$ cat src/rtl/tomasulo_pkg.sv
// -----------------------------------------------------------------------------
// tomasulo_pkg
// Shared definitions for the Tomasulo core front end.
//   - opcode constants OP_NOP / OP_ADD / OP_SUB / OP_MUL / OP_DIV
//   - unit_t: which reservation-station class an opcode targets
//   - classify(): opcode -> unit_t; unknown opcodes behave as NOP
//   - inst_t: instruction record {op_type, dest, src1, src2} at INST_W bits
// Modules that carry records at a parameterised width W pack the same
// four fields, in the same order, into a flat 4*W vector.
// -----------------------------------------------------------------------------
package tomasulo_pkg;

    localparam int unsigned INST_W = 8;

    localparam int unsigned OP_NOP = 0;
    localparam int unsigned OP_ADD = 1;
    localparam int unsigned OP_SUB = 2;
    localparam int unsigned OP_MUL = 3;
    localparam int unsigned OP_DIV = 4;

    typedef enum logic [1:0] {
        UNIT_NONE = 2'd0,
        UNIT_ADD  = 2'd1,
        UNIT_MUL  = 2'd2
    } unit_t;

    typedef struct packed {
        logic [INST_W-1:0] op_type;
        logic [INST_W-1:0] dest;
        logic [INST_W-1:0] src1;
        logic [INST_W-1:0] src2;
    } inst_t;

    function automatic unit_t classify(input logic [31:0] op);
        unit_t u;
        case (op)
            OP_ADD, OP_SUB: u = UNIT_ADD;
            OP_MUL, OP_DIV: u = UNIT_MUL;
            default:        u = UNIT_NONE;
        endcase
        return u;
    endfunction

endpackage

$ cat src/rtl/issue_queue.sv
// -----------------------------------------------------------------------------
// issue_queue
// Circular instruction buffer: up to two records written per cycle at the
// tail, zero/one/two records popped per cycle at the head.
// Ports:
//   clk, rst        clock, asynchronous active-high reset (empties queue)
//   i_push          write i_rec0 at the tail
//   i_push2         also write i_rec1 behind it (only with i_push)
//   i_rec0, i_rec1  records {type, dest, src1, src2}, 4*W bits each
//   i_pop           number of records removed from the head (0..2)
//   o_h0, o_h1      oldest and next-oldest records (valid per o_count)
//   o_count         occupancy, log2(QDEPTH)+1 bits
// -----------------------------------------------------------------------------
module issue_queue #(
    parameter  int QDEPTH = 4,
    parameter  int W      = 8,
    localparam int AW     = $clog2(QDEPTH),
    localparam int CW     = AW + 1,
    localparam int RW     = 4 * W
) (
    input  logic          clk,
    input  logic          rst,
    input  logic          i_push,
    input  logic          i_push2,
    input  logic [RW-1:0] i_rec0,
    input  logic [RW-1:0] i_rec1,
    input  logic [1:0]    i_pop,
    output logic [RW-1:0] o_h0,
    output logic [RW-1:0] o_h1,
    output logic [CW-1:0] o_count
);

    logic [RW-1:0] r_mem [QDEPTH];
    logic [AW-1:0] r_head;
    logic [AW-1:0] r_tail;
    logic [CW-1:0] r_count;
    logic [1:0]    w_push_n;

    assign w_push_n = i_push ? (i_push2 ? 2'd2 : 2'd1) : 2'd0;

    // Pointers are AW bits wide, so the power-of-two depth gives the
    // modulo-QDEPTH wrap for free.
    always_ff @(posedge clk or posedge rst) begin
        if (rst) begin
            r_head  <= '0;
            r_tail  <= '0;
            r_count <= '0;
        end else begin
            r_head  <= r_head + AW'(i_pop);
            r_tail  <= r_tail + AW'(w_push_n);
            r_count <= r_count + CW'(w_push_n) - CW'(i_pop);
        end
    end

    // Storage needs no reset: occupancy alone says which slots are live.
    always_ff @(posedge clk) begin
        if (i_push) begin
            r_mem[r_tail] <= i_rec0;
            if (i_push2) begin
                r_mem[r_tail + AW'(1)] <= i_rec1;
            end
        end
    end

    assign o_h0    = r_mem[r_head];
    assign o_h1    = r_mem[r_head + AW'(1)];
    assign o_count = r_count;

endmodule

$ cat src/rtl/issue_scheduler.sv
// -----------------------------------------------------------------------------
// issue_scheduler
// In-order dual-issue dispatch from the decode unit to the adder and
// multiplier reservation stations, gated by per-unit credits and the
// AR_Status / MR_Status hold flags.
// Ports:
//   clk, rst                 clock, asynchronous active-high reset
//   in_valid / in_ready      decoded pair handshake
//   inst2_valid              second instruction of the pair is real
//   inst1_*, inst2_*         instruction fields (type, dest, src1, src2)
//   AR_Status, MR_Status     1 = station class holds, no issue to it
//   add_free, mul_free       one station entry released (credit return)
//   add_issue_*, mul_issue_* registered one-cycle issue pulse + payload
//   select_instruction       bit0/bit1 = head 0/1 dequeued last cycle
// Optional (macro ISSUE_STATS_EN):
//   stall_cycles             cycles with a non-empty queue and no dequeue
//   issued_count             non-NOP instructions issued (wrapping)
// Handshake: a pair transfers on a rising edge where in_valid && in_ready.
// in_ready depends only on current occupancy (at least two free slots), never
// on same-cycle dequeues; the decoder holds its pair until it sees in_ready.
// -----------------------------------------------------------------------------
module issue_scheduler #(
    parameter int QDEPTH = 4,
    parameter int ADD_RS = 3,
    parameter int MUL_RS = 2,
    parameter int W      = 8
) (
    input  logic         clk,
    input  logic         rst,
    input  logic         in_valid,
    output logic         in_ready,
    input  logic         inst2_valid,
    input  logic [W-1:0] inst1_type,
    input  logic [W-1:0] inst1_dest,
    input  logic [W-1:0] inst1_src1,
    input  logic [W-1:0] inst1_src2,
    input  logic [W-1:0] inst2_type,
    input  logic [W-1:0] inst2_dest,
    input  logic [W-1:0] inst2_src1,
    input  logic [W-1:0] inst2_src2,
    input  logic         AR_Status,
    input  logic         MR_Status,
    input  logic         add_free,
    input  logic         mul_free,
    output logic         add_issue_valid,
    output logic [W-1:0] add_issue_type,
    output logic [W-1:0] add_issue_dest,
    output logic [W-1:0] add_issue_src1,
    output logic [W-1:0] add_issue_src2,
    output logic         mul_issue_valid,
    output logic [W-1:0] mul_issue_type,
    output logic [W-1:0] mul_issue_dest,
    output logic [W-1:0] mul_issue_src1,
    output logic [W-1:0] mul_issue_src2,
    output logic [1:0]   select_instruction
`ifdef ISSUE_STATS_EN
    ,
    output logic [15:0]  stall_cycles,
    output logic [15:0]  issued_count
`endif
);

    import tomasulo_pkg::*;

    localparam int AW  = $clog2(QDEPTH);
    localparam int CW  = AW + 1;
    localparam int RW  = 4 * W;
    localparam int ACW = $clog2(ADD_RS + 1);
    localparam int MCW = $clog2(MUL_RS + 1);

    logic [RW-1:0]  w_rec0, w_rec1, w_h0, w_h1;
    logic [CW-1:0]  w_count;
    logic           w_push;
    logic [1:0]     w_pop;
    unit_t          w_u0, w_u1;
    logic           w_ok0, w_ok1, w_go0, w_go1;
    logic           w_add_iss, w_mul_iss, w_add_inc, w_mul_inc;
    logic [RW-1:0]  w_add_rec, w_mul_rec;
    logic [ACW-1:0] r_add_cred;
    logic [MCW-1:0] r_mul_cred;

    assign w_rec0   = {inst1_type, inst1_dest, inst1_src1, inst1_src2};
    assign w_rec1   = {inst2_type, inst2_dest, inst2_src1, inst2_src2};
    assign in_ready = (CW'(QDEPTH) - w_count) >= CW'(2);
    assign w_push   = in_valid && in_ready;

    issue_queue #(.QDEPTH(QDEPTH), .W(W)) u_queue (
        .clk     (clk),
        .rst     (rst),
        .i_push  (w_push),
        .i_push2 (inst2_valid),
        .i_rec0  (w_rec0),
        .i_rec1  (w_rec1),
        .i_pop   (w_pop),
        .o_h0    (w_h0),
        .o_h1    (w_h1),
        .o_count (w_count)
    );

    assign w_u0 = classify(32'(w_h0[RW-1 -: W]));
    assign w_u1 = classify(32'(w_h1[RW-1 -: W]));

    // A head may leave if it is a NOP or its unit has credit and is not held.
    always_comb begin
        w_ok0 = 1'b0;
        w_ok1 = 1'b0;
        case (w_u0)
            UNIT_NONE: w_ok0 = 1'b1;
            UNIT_ADD:  w_ok0 = (r_add_cred != '0) && !AR_Status;
            UNIT_MUL:  w_ok0 = (r_mul_cred != '0) && !MR_Status;
            default:   w_ok0 = 1'b0;
        endcase
        case (w_u1)
            UNIT_NONE: w_ok1 = 1'b1;
            UNIT_ADD:  w_ok1 = (r_add_cred != '0) && !AR_Status;
            UNIT_MUL:  w_ok1 = (r_mul_cred != '0) && !MR_Status;
            default:   w_ok1 = 1'b0;
        endcase
    end

    // h1 only follows h0, and never into the unit h0 already used this cycle.
    assign w_go0 = (w_count != '0) && w_ok0;
    assign w_go1 = w_go0 && (w_count >= CW'(2)) && w_ok1 &&
                   ((w_u1 == UNIT_NONE) || (w_u1 != w_u0));
    assign w_pop = w_go1 ? 2'd2 : (w_go0 ? 2'd1 : 2'd0);

    assign w_add_iss = (w_go0 && w_u0 == UNIT_ADD) || (w_go1 && w_u1 == UNIT_ADD);
    assign w_mul_iss = (w_go0 && w_u0 == UNIT_MUL) || (w_go1 && w_u1 == UNIT_MUL);
    assign w_add_rec = (w_go0 && w_u0 == UNIT_ADD) ? w_h0 : w_h1;
    assign w_mul_rec = (w_go0 && w_u0 == UNIT_MUL) ? w_h0 : w_h1;

    // A release seen while the counter is already full is spurious; drop it.
    assign w_add_inc = add_free && (r_add_cred != ACW'(ADD_RS));
    assign w_mul_inc = mul_free && (r_mul_cred != MCW'(MUL_RS));

    always_ff @(posedge clk or posedge rst) begin
        if (rst) begin
            r_add_cred         <= ACW'(ADD_RS);
            r_mul_cred         <= MCW'(MUL_RS);
            add_issue_valid    <= 1'b0;
            mul_issue_valid    <= 1'b0;
            select_instruction <= 2'b00;
            {add_issue_type, add_issue_dest, add_issue_src1, add_issue_src2} <= '0;
            {mul_issue_type, mul_issue_dest, mul_issue_src1, mul_issue_src2} <= '0;
        end else begin
            r_add_cred         <= r_add_cred - ACW'(w_add_iss) + ACW'(w_add_inc);
            r_mul_cred         <= r_mul_cred - MCW'(w_mul_iss) + MCW'(w_mul_inc);
            add_issue_valid    <= w_add_iss;
            mul_issue_valid    <= w_mul_iss;
            select_instruction <= {w_go1, w_go0};
            // Payloads hold their last value between pulses.
            if (w_add_iss) begin
                {add_issue_type, add_issue_dest, add_issue_src1, add_issue_src2} <= w_add_rec;
            end
            if (w_mul_iss) begin
                {mul_issue_type, mul_issue_dest, mul_issue_src1, mul_issue_src2} <= w_mul_rec;
            end
        end
    end

`ifdef ISSUE_STATS_EN
    always_ff @(posedge clk or posedge rst) begin
        if (rst) begin
            stall_cycles <= '0;
            issued_count <= '0;
        end else begin
            if ((w_count != '0) && !w_go0 && (stall_cycles != 16'hFFFF)) begin
                stall_cycles <= stall_cycles + 16'd1;
            end
            issued_count <= issued_count + 16'(w_add_iss) + 16'(w_mul_iss);
        end
    end
`endif

endmodule
$ cat config.mk
export PLATFORM = sky130hd
export DESIGN_NAME = issue_scheduler
export DESIGN_NICKNAME = d
export VERILOG_FILES = /design/src/rtl/tomasulo_pkg.sv /design/src/rtl/issue_queue.sv /design/src/rtl/issue_scheduler.sv
export SDC_FILE = /design/constraint.sdc
export NUM_CORES = 1
export LEC_CHECK = 0
export CAP_MARGIN = 20
export CORE_ASPECT_RATIO = 1.5
export CORE_UTILIZATION = 45
export CTS_CLUSTER_SIZE = 40
export DETAILED_ROUTE_END_ITERATION = 16
export PLACE_DENSITY = 0.68
export SLEW_MARGIN = 20
export SYNTH_ARGS = -nofsm -noshare
export SYNTH_HDL_FRONTEND = slang
export SYNTH_SLANG_ARGS = --single-unit
$ cat constraint.sdc
create_clock -name clk -period 4.9 [get_ports clk]
set_clock_uncertainty 0.05 [all_clocks]
set_input_delay 0.735 -clock clk [delete_from_list [all_inputs] [get_ports clk]]
set_output_delay 0.735 -clock clk [all_outputs]
set_load 0.03 [all_outputs]
==> run metrics <==
outcome finished clean; number of synthesized flops with an enable pin 128; WS Path Type flip-flop to flip-flop; Syn Area/Cell between 10 and 15 um2; Hold Crit Class flip-flop to flip-flop; die area 24540 um2; post-CTS sizing 0; area growth from synthesis to layout 22.85%; via count 6956; TNS Setup 0 ns; Cells after Synth around 820; All-Layer GR Usage approximately a fifth; clk root buf clkbuf_16; WHS Path Cells 1; max-cap viol count 0; vias in the first global route 7206; Layout Nets 1029; path depth of the worst reg2reg path 11; Slew Limit Fails 0; die height 191.3 um; DRT Pass-1 Iters 4; Clock Latency Late Sink 0.49 ns; ys async rst share a little under two fifths; Fmax 255.6 MHz; IR Drop Worst-Case VDD approximately 0.44 mV; CTS clk-pin slew, worst paths 0.07 ns; Final GP Congestion about 0.88; final core utilization 56.88%; Synth cell types 49; largest net degree at the start of global routing 56; Detail Route Antenna Nets 0; largest fanout on the critical path 41; # fillers between 1500 and 2000; drt via density between 5 and 6; Seq/Total Area, Yosys between 50% and 60%; Routed wire per std cell 19.40 um; # DRC 0; # rows 68; DP HPWL 16.44 mm; final worst slack 0.9884 ns; Area contributors post-synth edfxtp_1 36%, dfrtp_1 18%, mux2_2 16%; pre-CTS setup slack 0.9851 ns; RSZ-0062 raised after global routing no; final total power 8343 uW; antenna violations before repair 0; LEAKAGE about 0.0055 uW; actual slew at the worst max-slew pin 1.020 ns; share of cells above drive strength 1 approximately a quarter; post-synth top area cell edfxtp_1; Arr. time, crit path about 4.3 ns; Die Wd about 130 um; H-tree level count 1; Yosys reg bits 207; Core Region 23230 um2; first-pass GRT wire length 38.79 mm; placed cell area 12460 um2; final setup vio count 0; clock tree buffer depth 3; design area approximately 13000 um2; critical path launch point type flip-flop; # hold bufs at CTS 0; I/O Pins 141; Final period util 79.83%; warning count from the yosys run 0; initial drt markers 421; DRT Wirelength 24.73 mm; port bufs 140; power per cell area 631.4 nW/um2; type of destination of the critical path flip-flop; Starting Density 46.30%; buffer count from post-CTS setup fixing 0; Mapped Area 10760 um2; Max-slew headroom between 30% and 40%; Hold Fails Final Rpt 0; # diodes 0; ys flop type edfxtp_1; total CTS buffers 21; GR Overflow Total 0; Critical Path RT 5.26 ns; Synth Net Count 906; Sink Count 207; CTS tree built; Yosys top cell area share 35.74%; post-route minimum period 3.912 ns
## report_power, final
group,switching (uW),leakage [uW],internal (uW)
Sequential,417,0.00210,2550
Combinational,1990,0.00303,1660
Clock,666,0.000370,1070
## cell families (layout without fill, tap and decap cells)
| group | after synthesis | in the layout | synth area share, % |
|---|---|---|---|
| buffers and inverters | 95 | 232 | 3.711 |
| muxes | 255 | 255 | 27.18 |
| AOI/OAI and AO/OA | 125 | 125 | 7.166 |
| adders and majority gates | 11 | 11 | 1.419 |
| and+or+nand+nor | 117 | 117 | 5.317 |
| xor gates and xnor gates | 13 | 13 | 1.059 |
| DFF | 207 | 207 | 54.15 |
## final timing paths
check                                  startpoint            endpoint  slack [ns]
worst min register to register  add_issue_src2[7]   add_issue_src2[7]        0.42
worst min-delay path            add_issue_src2[7]   add_issue_src2[7]        0.42
max in group asynchronous                     rst   u_queue.r_head[0]        3.13
min in group asynchronous                     rst   mul_issue_src1[4]        0.53
worst max-delay path            u_queue.r_head[1]  u_queue.o_count[2]        0.99
worst max register to register  u_queue.r_head[1]  u_queue.o_count[2]        0.99
## placed cells by master (no fill, tap or decap), types with 4 or more instances in the layout
master           Yosys  layout
mux2_2             156     156
clkdlybuf4s50_1      0     140
edfxtp_1           128     128
dfrtp_1             76      74
mux2i_1             73      73
inv_1               42      41
nor2_1              38      38
nand2_1             32      32
a21oi_1             32      30
a21o_1              28      28
o22ai_1             27      27
o21ai_0             26      26
clkbuf_16            0      23
mux2_4              20      20
and3_1              13      13
buf_4                0      13
xnor2_1             12      12
ha_1                 9       9
mux4_2               6       6
nand3_1              5       4
or3_2                0       4
clkinv_2             0       4
clkbuf_8             0       4
## layer usage
layer / GRT usage [%] / vias to the layer above / part of all wire [%]
met1: 23.89 / 3502 / 39
met4: 6.380 / 0 / 2.3
met5: 0 / - / 0
li1: - / 3272 / -
met3: 2.211 / 32 / 3.6
met2: 40.00 / 150 / 55
## synth_stat cells (all sizes together) (2+ instances only)
cell and number:
mux2 176, edfxtp 128, dfrtp 76, mux2i 73, inv 42, nor2 38, a21oi 32, nand2 32
a21o 28, o21ai 28, buf 27, o22ai 27, clkbuf 26, and3 13, xnor2 12, ha 9
mux4 6, nand3 5, nor3 4, or3 4, dfstp 3, nand2b 3, nand3b 3, nand4 3
or2 3, a21boi 2, fa 2, nor2b 2, o211ai 2
## worst max-delay path, stage by stage (launching register included)
cell      delay [ns]
dfrtp_4         0.82
mux4_2          0.64
and3b_1         0.22
a21o_1          0.19
o211ai_1        0.11
o211ai_1        0.13
a21oi_1         0.24
nand2_1         0.13
fa_1            0.52
fa_1            0.45
xnor2_1         0.19
xnor2_1         0.14
## flip-flops by register name, indices dropped and copies added (netlist names), 8 cells and up
register	flops
mul_issue_src1	8
add_issue_type	8
u_queue.r_mem	128
mul_issue_src2	8
mul_issue_dest	8
add_issue_src2	8
add_issue_dest	8
add_issue_src1	8
mul_issue_type	8
## stage by stage
| stage | hold slack [ns] | cells |
|---|---|---|
| final | 0.4240 | 1275 |
| after global routing | 0.4497 | 1275 |
| after CTS | 0.4302 | 1275 |
| after detailed placement | 0.4169 | 1238 |
| after global placement | 0.4129 | 1238 |
| after floorplan | 0.4254 | 823 |
## final cells by class
class	count	area, um2	share of cell area (%)
well taps	315	394.1	2.983
clock buffers	30	641.9	4.858
multi-input cells	521	4574	34.62
flip-flops and latches	207	5832	44.14
inverters	42	158.9	1.203
repair buffers	153	1499	11.34
clock inverters	7	112.6	0.8523
Power figures use the tool's default switching activity.
